File: src/rtl/march_c_engine.sv
// March C- engine: drives a single-port SRAM through the March C- sequence and checks reads.
// Latency: one op per cycle after the start edge; complete_marchc rises 10N+1 edges after start.
// Backpressure: none; enable_marchc is a held level, and dropping it aborts or acknowledges completion.
module march_c_engine #(
  parameter int ADDR_WIDTH = 4,
  parameter int DATA_WIDTH = 8
) (
  input  logic                  clk,
  input  logic                  rst,
  input  logic                  enable_marchc,
  input  logic [DATA_WIDTH-1:0] mem_rdata,
  output logic [ADDR_WIDTH-1:0] mem_addr,
  output logic [DATA_WIDTH-1:0] mem_wdata,
  output logic                  mem_we,
  output logic                  mem_re,
  output logic                  complete_marchc,
  output logic                  fail,
  output logic [ADDR_WIDTH-1:0] fail_addr
);

  typedef enum logic [1:0] {IDLE, RUN, DRAIN, DONE} state_t;

  localparam logic [ADDR_WIDTH-1:0] ADDR_MAX = '1;
  localparam logic [ADDR_WIDTH-1:0] ADDR_ONE = {{(ADDR_WIDTH-1){1'b0}}, 1'b1};

  state_t                state;
  // elem 0..5 selects the March element; phase picks read (0) or write (1) in two-op elements.
  // mem_addr doubles as the address counter for the op currently on the bus.
  logic [2:0]            elem;
  logic                  phase;

  // Compare stage: expected word and address of the read the SRAM sampled last edge.
  logic                  cmp_valid;
  logic [DATA_WIDTH-1:0] cmp_exp;
  logic [ADDR_WIDTH-1:0] cmp_addr;

  logic                  two_op;
  logic                  down;
  logic                  at_end;
  logic                  last_op;
  logic [2:0]            nxt_elem;
  logic                  nxt_phase;
  logic [ADDR_WIDTH-1:0] nxt_addr;
  logic                  nxt_we;
  logic                  nxt_bit;
  logic                  mismatch;

  // Work out the op that follows the one currently driven, and decode its type and data.
  always_comb begin
    two_op    = (elem >= 3'd1) && (elem <= 3'd4);
    down      = (elem == 3'd3) || (elem == 3'd4);
    at_end    = down ? (mem_addr == '0) : (mem_addr == ADDR_MAX);
    last_op   = (elem == 3'd5) && (mem_addr == ADDR_MAX);
    nxt_elem  = elem;
    nxt_phase = 1'b0;
    nxt_addr  = mem_addr;
    if (two_op && !phase) begin
      nxt_phase = 1'b1;
    end else if (at_end) begin
      nxt_elem = elem + 3'd1;
      nxt_addr = ((nxt_elem == 3'd3) || (nxt_elem == 3'd4)) ? ADDR_MAX : '0;
    end else begin
      nxt_addr = down ? (mem_addr - ADDR_ONE) : (mem_addr + ADDR_ONE);
    end
    nxt_we = (nxt_elem == 3'd0) || ((nxt_elem >= 3'd1) && (nxt_elem <= 3'd4) && nxt_phase);
    case (nxt_elem)
      3'd1, 3'd3: nxt_bit = nxt_phase;
      3'd2, 3'd4: nxt_bit = !nxt_phase;
      default:    nxt_bit = 1'b0;
    endcase
    mismatch = cmp_valid && (mem_rdata != cmp_exp);
  end

  // Sequencer FSM with registered SRAM strobes, compare stage and sticky result.
  always_ff @(posedge clk or posedge rst) begin
    if (rst) begin
      state           <= IDLE;
      elem            <= 3'd0;
      phase           <= 1'b0;
      mem_addr        <= '0;
      mem_wdata       <= '0;
      mem_we          <= 1'b0;
      mem_re          <= 1'b0;
      complete_marchc <= 1'b0;
      fail            <= 1'b0;
      fail_addr       <= '0;
      cmp_valid       <= 1'b0;
      cmp_exp         <= '0;
      cmp_addr        <= '0;
    end else begin
      // A compare only lands while the run is still live; an abort edge discards it.
      if ((state == RUN || state == DRAIN) && enable_marchc && mismatch) begin
        fail <= 1'b1;
        if (!fail) fail_addr <= cmp_addr;
      end
      case (state)
        IDLE: begin
          if (enable_marchc) begin
            // Start edge already launches op 0: E0 w0 at address 0.
            state     <= RUN;
            elem      <= 3'd0;
            phase     <= 1'b0;
            mem_addr  <= '0;
            mem_wdata <= '0;
            mem_we    <= 1'b1;
            mem_re    <= 1'b0;
            fail      <= 1'b0;
            fail_addr <= '0;
            cmp_valid <= 1'b0;
          end
        end
        RUN: begin
          if (!enable_marchc) begin
            state     <= IDLE;
            mem_we    <= 1'b0;
            mem_re    <= 1'b0;
            cmp_valid <= 1'b0;
          end else begin
            // For reads mem_wdata carries the expected pattern; the SRAM ignores it.
            cmp_valid <= mem_re;
            cmp_exp   <= mem_wdata;
            cmp_addr  <= mem_addr;
            if (last_op) begin
              state  <= DRAIN;
              mem_we <= 1'b0;
              mem_re <= 1'b0;
            end else begin
              elem      <= nxt_elem;
              phase     <= nxt_phase;
              mem_addr  <= nxt_addr;
              mem_wdata <= {DATA_WIDTH{nxt_bit}};
              mem_we    <= nxt_we;
              mem_re    <= !nxt_we;
            end
          end
        end
        DRAIN: begin
          cmp_valid <= 1'b0;
          if (!enable_marchc) begin
            state <= IDLE;
          end else begin
            state           <= DONE;
            complete_marchc <= 1'b1;
          end
        end
        DONE: begin
          if (!enable_marchc) begin
            state           <= IDLE;
            complete_marchc <= 1'b0;
          end
        end
        default: state <= IDLE;
      endcase
    end
  end

endmodule
File: config.mk
export PLATFORM = sky130hd
export DESIGN_NAME = march_c_engine
export DESIGN_NICKNAME = d
export VERILOG_FILES = /design/src/rtl/march_c_engine.sv
export SDC_FILE = /design/constraint.sdc
export NUM_CORES = 1
export LEC_CHECK = 0
export CAP_MARGIN = 0
export CELL_PAD_IN_SITES_DETAIL_PLACEMENT = 0
export CELL_PAD_IN_SITES_GLOBAL_PLACEMENT = 1
export CORE_MARGIN = 1.5
export CORE_UTILIZATION = 32
export CTS_CLUSTER_SIZE = 20
export DETAILED_ROUTE_END_ITERATION = 10
export HOLD_SLACK_MARGIN = 0.08
export PLACE_DENSITY = 0.7
export SLEW_MARGIN = 0
export SYNTH_ARGS = -nofsm -noshare
export SYNTH_HDL_FRONTEND = slang
export SYNTH_SLANG_ARGS = --single-unit
File: constraint.sdc
create_clock -name clk -period 2.9 [get_ports clk]
set_input_delay 0.58 -clock clk [delete_from_list [all_inputs] [get_ports clk]]
set_output_delay 0.58 -clock clk [all_outputs]
set_load 0.01 [all_outputs]
# After elaboration in Yosys (flattened, before gate mapping)
# Index checks and enable logic that the tools add are counted.
[word_totals]
register_bits = 39
word_cells = 120
[classes]
n_addsub = 3
order_cmp = 4
n_eq_ne = 21
mux = 49
reduce_logical = 30
[ops]
columns = ["operator", "count"]
rows = [
  ["2-to-1 mux 4 bit", 11],
  ["2-to-1 mux 8 bit", 3],
  ["case mux 8 bit (2 select lines)", 1],
  ["2-to-1 mux 1 bit", 15],
  ["2-to-1 mux 3 bit", 5],
  ["== test 3 x 2 -> 1 bit, second input constant", 4],
  ["== test 3 bit, second input constant", 4],
  ["!= test 2 bit, second input constant", 6],
  ["2-to-1 mux 2 bit", 5],
  ["case mux 1 bit (2 select lines)", 5],
  ["logical AND 1 bit", 8],
  ["!= test 8 bit", 1],
  ["case mux 2 bit (4 select lines)", 1],
  ["case mux 4 bit (2 select lines)", 1],
  [">= comparator 3 x 1 -> 1 bit, second input constant", 2],
  ["<= comparator 3 bit, second input constant", 2],
  ["case mux 3 bit (2 select lines)", 1],
  ["AND reduction 2 bit", 3],
  ["AND reduction 3 bit", 2],
  ["AND reduction 5 bit", 1],
  ["adder 4 x 1 -> 4 bit, second input constant", 1],
  ["== test 2 bit, second input constant", 2],
  ["== test 4 bit, second input constant", 1],
  ["logical NOT 4 bit", 1],
  ["other kinds (14)", 21],
]

# Depth between registers and ports, before layout
# Gate-level depths: netlist of run 1.
[logic_depth]
word_depth = 13
ltp_mapped = 10
ltp_nobuf = 10

# Worst setup path before layout of run 1
# No wires, ideal clock.
[synth_timing]
kind = "register to register"
from = "register elem[0]"
to = "register mem_addr[3]"
arrival_ns = 2.284
required_time_ns = 2.774
slack_ns = 0.490
stages_incl_launch_ff = 11
n_path_buf = 0
period_less_slack_ns = 2.410
cell_sequence = "dfrtp_1 inv_1 ha_1 mux2i_4 inv_1 ha_1 a21o_2 a21oi_1 xnor2_1 o21ai_0 a221o_1"
[synth_between]
elab_chain_len = 9
word_cells_on_any_way = 24
[synth_lines]
columns = ["item", "line_no", "rtl"]
rows = [
  ["from (decl)", "29", "logic [2:0] elem;"],
  ["from (signal assigned)", "128", "elem <= nxt_elem;"],
  ["adder 3 x 1 -> 3 bit", "60", "nxt_elem = elem + 3'd1;"],
  ["== test 3 x 2 -> 1 bit or == test 3 bit (tied branches)", "61", "nxt_addr = ((nxt_elem == 3'd3) || (nxt_elem == 3'd4)) ? ADDR_MAX : '0;"],
  ["logical OR 1 bit", "61", ""],
  ["2-to-1 mux 4 bit", "61", ""],
  ["2-to-1 mux 4 bit", "59", "end else if (at_end) begin"],
  ["2-to-1 mux 4 bit", "57", "if (two_op && !phase) begin"],
  ["2-to-1 mux 4 bit", "123", "if (last_op) begin"],
  ["2-to-1 mux 4 bit", "113", "if (!enable_marchc) begin"],
  ["case mux 4 bit (2 select lines)", "96", "case (state)"],
  ["to (signal assigned)", "130", "mem_addr <= nxt_addr;"],
  ["to (decl)", "12", "output logic [ADDR_WIDTH-1:0] mem_addr,"],
]
# Parallel ways exist; a longest one is shown, timed or not. The select of a mux whose other input is x is not followed.
# A chain may end at the register's enable or synchronous reset.

# Final worst setup path of run 1
# Same ends and word-level chain as after synthesis.

==> results of run 1 <==
cell families after synthesis:
family | share of synthesized area [%]
AO/OA/AOI/OAI | 19.3
XOR/XNOR | 2.45
adder cells (fa/ha/maj) | 8.83
buffers and inverters | 7.99
flip-flops | 35.0
multiplexers | 9.95
AND/OR/NAND/NOR | 16.5
synth_stat cells (3+ instances only):
cell type / number
ha_1: 11
buf_2: 3
nor3_1: 3
dfrtp_1: 25
xnor2_1: 3
inv_1: 10
nor2_1: 8
buf_4: 8
mux2_2: 9
a21oi_1: 7
nand2_1: 18
mux2i_1: 4
nand3_1: 8
a22o_1: 3
o21ai_0: 17
and2_1: 3
sequential cells by signal (all words and copies together) (netlist names):
register,cells
fail,1
mem_re,1
cmp_valid,1
complete_marchc,1
mem_wdata,1
mem_addr,4
cmp_addr,4
state,2
elem,3
mem_we,1
phase,1
fail_addr,4
cmp_exp,1
critical path, cell delays in order, from the launching register on:
cell and delay, ns:
dfrtp_1 0.49, inv_1 0.15, ha_1 0.29, mux2i_4 0.23, inv_1 0.13, ha_1 0.28
a21o_2 0.21, a21oi_1 0.16, xnor2_1 0.15, o21ai_0 0.10, a221o_1 0.29
stage by stage:
step | power, mW | std cells | setup slack, ns
2_1_floorplan | 0.807 | 188 | 0.490
3_3_place_gp | 0.984 | 280 | 0.356
3_5_place_dp | 0.981 | 280 | 0.316
4_1_cts | 1.21 | 284 | 0.291
5_1_grt | 1.29 | 284 | 0.0822
6_report | 1.20 | 284 | 0.316
routing by layer:
layer  part of all wire (%)  vias to the layer above
met5                      0                        -
met1                     52                      675
met2                     44                       20
met4                   0.43                        0
li1                       -                      724
met3                    3.9                        2
how the worst max path moves through the flow:
stage / endpoint / from / slack, ns / cells after the start
floorplan: mem_addr[3]$_DFFE_PP0P_ / elem[0]$_DFFE_PP0P_ / 0.49 / 10
global placement: mem_addr[3]$_DFFE_PP0P_ / elem[1]$_DFFE_PP0P_ / 0.36 / 9
detailed placement: mem_addr[3]$_DFFE_PP0P_ / elem[0]$_DFFE_PP0P_ / 0.32 / 10
CTS: mem_addr[3]$_DFFE_PP0P_ / elem[0]$_DFFE_PP0P_ / 0.29 / 10
global route: mem_addr[3]$_DFFE_PP0P_ / elem[0]$_DFFE_PP0P_ / 0.08 / 10
finish: mem_addr[3]$_DFFE_PP0P_ / elem[0]$_DFFE_PP0P_ / 0.32 / 10
power by group through the flow:
stage          logic (mW)  clock network [mW]  registers [mW]
2_1_floorplan       0.311                   0           0.496
3_3_place_gp        0.481                   0           0.503
3_5_place_dp        0.478                   0           0.503
4_1_cts             0.481               0.229           0.495
5_1_grt             0.541               0.241           0.508
6_report            0.479               0.223           0.494
cell type report:
class	instances	area share [%]
inverter	10	1.74
sequential	25	29.0
timing repair buffer	35	15.7
clock inverter	1	0.348
tap	72	4.18
clock buffer	3	1.91
multi-input combinational	138	47.2
==> results.cfg, run 1 <==
[status]
status = complete, no violations

[sta]
post-route-period-util_pct = 89.1
hold_viol_final = 0
hold_ws_ns = 0.507
fin_skew_ns = 0.00128
finalSetupTns_ns = 0
worst_pin_slew_ns = 0.931
slew_headroom_pct = 37.4
fmax_ghz = 0.387
setup_viol_count_final = 0
fin_crit_ns = 2.58
drv_slew = 0
rsz0062_at_grt = false

[floorplanning]
die_w_um = 77.7
fp.coreArea_um2 = 5440
initial_core_util_pct = 32.8
die_h_um = 77.7
rows = 27
die_area_um2 = 6040
io_pins = 31

[synthesis]
avgSynthCellArea_um2 = 9.50
synth-edff-count = 0
syn-cell-area_um2 = 1790
ys_ff_latch = 25
yosysWarnings = 0
synth_top_area_cell = dfrtp_1
synth_flop_cell = dfrtp_1
syn_nets = 211
ys_top_cells_by_area = dfrtp_1 (35%), ha_1 (7.7%), mux2_2 (5.7%)
ys_types = 52
synth_top_area_share_pct = 35.0
synthArstFlopShare_pct = 100
syn_inst = 188
seq_area_frac_synth_pct = 35.0

[clock_tree]
htreeDepth = 1
clk_pin_slew_worst_paths_ns = 0.10
cts_buffers = 3
hold_buffers = 0
cts-root-buf = clkbuf_8
cts_sinks = 25
cts_resized = 0
cts_tree = built
worstSkewPairLatency_ns = 0.28
cts_buffer_depth = 2
cts_setup_buffers = 0

[power_and_ir_drop]
p_per_area_nw_per_um2 = 554
power_frac_seq_pct = 41.3
p_leak_nw = 0.911
p_sw_share_pct = 38.0
switchingPower_mw = 0.454
vdd_ir_drop_max_uv = 184
p_int_mw = 0.741
clkPwrFrac_pct = 18.6
p_comb_share_pct = 40.0

[hold_path]
hold_class = reg2reg
min_to = fail_addr[0]$_DFF_PP0_
worstHoldStart = cmp_addr[0]$_DFFE_PP0P_
whs_path_depth = 2

[critical_path]
ff2ff_setup_slack_ns = 0.32
r2r_end = mem_addr[3]$_DFFE_PP0P_
regToRegStartpoint = elem[0]$_DFFE_PP0P_
reg2reg_depth = 10
worstSetupPathType = reg2reg
crit_arrival_ns = 2.76
critPathMaxFanout = 8
crit_path_end_kind = flip-flop
cp_data_required_time_ns = 3.07
startpoint_type = flip-flop

[detailed_routing]
drt_pre_antenna_iters = 4
num_vias = 1421
wl_per_cell_um = 13.8
via_per_inst = 5.00
wl_um = 3920
drc_errors = 0
ant_nets = 0
drt_iter0_drc = 88

[global_routing]
grt_pass1_wl_um = 6650
grt_overflow = 0
met3_usage_pct = 3.41
antenna_found_initial = 0
top_usage_layer = met2
grt_max_degree = 26
track_usage_pct = 13.8
first_global_vias = 1378
use_met1_pct = 18.8
use_met2_pct = 22.0

[cells_and_area]
layout_common_cells = clkdlybuf4s50_1 (30), dfrtp_1 (25), nand2_1 (18)
final_area_um2 = 2160
n_antenna_cell = 0
seqCellArea_um2 = 626
mostFrequentLayoutCell = clkdlybuf4s50_1
syn_to_final_growth_pct = 20.8
drive_gt1_share_pct = 14.2
multiInputGateArea_um2 = 1020
utilization_pct = 39.7
nNetsFinal = 236
fill_cells = 559

[placement]
port-buffer-count = 30
placed_area_um2 = 2110
gp_congestion = 0.771
dp_hpwl_um = 2860

[run]
maxCapViolCount = 0
Note: power is estimated with default switching activity, not from simulation.
==> run 2, diff against run 1 <==
- CTS_CLUSTER_SIZE: 20 -> 28
- GPL_TIMING_DRIVEN: not set -> 0
- SLEW_MARGIN: 0 -> 20
==> results.cfg, run 2 (same netlist as run 1, synthesis figures left out) <==
[status]
status = complete, no violations

[floorplanning]
die_w_um = 77.7
die_area_um2 = 6040
rows = 27
fp.coreArea_um2 = 5440
die_h_um = 77.7
initial_core_util_pct = 32.8
io_pins = 31

[cells_and_area]
reg.largest.list = cmp_addr (4), fail_addr (4), mem_addr (4)
nNetsFinal = 245
syn_to_final_growth_pct = 24.2
final_area_um2 = 2220
n_antenna_cell = 0
layout_common_cells = clkdlybuf4s50_1 (29), dfrtp_1 (25), nand2_1 (18)
seqCellArea_um2 = 626
drive_gt1_share_pct = 17.6
multiInputGateArea_um2 = 1020
mostFrequentLayoutCell = clkdlybuf4s50_1
fill_cells = 535

[sta]
finalSetupTns_ns = 0
worst_pin_slew_ns = 0.924
fin_crit_ns = 2.67
rsz0062_at_grt = false
drv_slew = 0
fmax_ghz = 0.374
fin_skew_ns = 0.00648
hold_viol_final = 0
post-route-period-util_pct = 92.2
setup_viol_count_final = 0
slew_headroom_pct = 38.1

[power_and_ir_drop]
p_per_area_nw_per_um2 = 535
p_leak_nw = 0.957
vdd_ir_drop_max_uv = 204

[critical_path]
reg2reg_depth = 10
crit_arrival_ns = 2.84
crit_path_end_kind = flip-flop
regToRegStartpoint = elem[0]$_DFFE_PP0P_
startpoint_type = flip-flop
worstSetupPathType = reg2reg
ff2ff_setup_slack_ns = 0.23
critPathMaxFanout = 8
startpoint = elem[0]$_DFFE_PP0P_
cp_data_required_time_ns = 3.07
r2r_end = mem_addr[3]$_DFFE_PP0P_
endpoint = mem_addr[3]$_DFFE_PP0P_

[clock_tree]
cts_tree = built
cts_buffers = 3
clk_pin_slew_worst_paths_ns = 0.10
htreeDepth = 1
cts_setup_buffers = 0
cts_resized = 0
cts_buffer_depth = 2
cts-root-buf = clkbuf_8
hold_buffers = 0
cts_sinks = 25
worstSkewPairLatency_ns = 0.27

[global_routing]
antenna_found_initial = 0
track_usage_pct = 13.8
grt_pass1_wl_um = 6750
first_global_vias = 1437
grt_overflow = 0
grt_max_degree = 26

[detailed_routing]
drt_pre_antenna_iters = 6
wl_per_cell_um = 13.6
drt_iter0_drc = 59
num_vias = 1496
via_per_inst = 5.11
drc_errors = 0
ant_nets = 0
wl_um = 3990

[placement]
port-buffer-count = 29
placed_area_um2 = 2170
dp_hpwl_um = 2920
gp_congestion = 0.757

[hold_path]
hold_class = reg2reg

[run]
maxCapViolCount = 0
-- run 2: cell types whose count changed in the layout (fill, tap and decap cells not counted), moves of 2 or more --
cell	delta
clkbuf_1	+2
buf_4	+3
buf_6	+2
buf_2	+3
-- run 2: where the power goes --
part	leakage [nW]	switching (mW)	internal [mW]
combinational	0.598	0.251	0.225
sequential	0.333	0.0846	0.411
clock	0.0255	0.119	0.0963
-- run 2: metal layers --
| metal | vias to the layer above | GRT usage, % | routed length, um | share of wire, % |
|---|---|---|---|---|
| met5 | - | 0 | 0 | 0 |
| met1 | 722 | 18.1 | 1970 | 49 |
| met4 | 0 | 4.36 | 47 | 1.2 |
| li1 | 744 | - | - | - |
| met3 | 4 | 3.53 | 176 | 4.4 |
| met2 | 26 | 22.2 | 1790 | 45 |
-- run 2: worst min path at each step --
stage | cells past startpoint | slack, ns | endpoint | start
2_1_floorplan | 2 | 0.46 | fail_addr[0]$_DFF_PP0_ | cmp_addr[0]$_DFFE_PP0P_
3_3_place_gp | 2 | 0.48 | fail_addr[0]$_DFF_PP0_ | cmp_addr[0]$_DFFE_PP0P_
3_5_place_dp | 2 | 0.49 | fail_addr[2]$_DFF_PP0_ | cmp_addr[2]$_DFFE_PP0P_
4_1_cts | 2 | 0.52 | fail_addr[0]$_DFF_PP0_ | cmp_addr[0]$_DFFE_PP0P_
5_1_grt | 1 | 0.54 | cmp_addr[0]$_DFFE_PP0P_ | cmp_addr[0]$_DFFE_PP0P_
6_report | 2 | 0.51 | fail_addr[0]$_DFF_PP0_ | cmp_addr[0]$_DFFE_PP0P_
-- run 2: area by class of cell --
type,instances,area share (%)
Timing Repair Buffer,29,13.1
Clock inverter,1,0.226
Inverter,10,1.69
Tap cell,72,4.06
Clock buffer,3,1.86
Buffer,15,4.74
Sequential cell,25,28.2
Multi-Input combinational cell,138,46.1
-- run 2: through the flow --
stage               setup WS [ns]  utilization [%]  std cells  power [mW]  hold slack (ns)
finish                      0.227             40.8        293        1.19            0.514
global route               0.0767             40.8        293        1.28            0.540
CTS                         0.236             40.7        293        1.19            0.515
detailed placement          0.264             39.8        289       0.977            0.489
global placement            0.227             39.8        289       0.977            0.480
floorplan                   0.490                -        188       0.807            0.463
-- run 2: critical path, stage by stage, from the launching register on --
cell and delay [ns]:
dfrtp_1 0.52, inv_1 0.16, ha_1 0.31, mux2i_4 0.24, inv_1 0.13, ha_1 0.28
a21o_2 0.21, a21oi_1 0.17, xnor2_1 0.15, o21ai_0 0.10, a221o_1 0.31
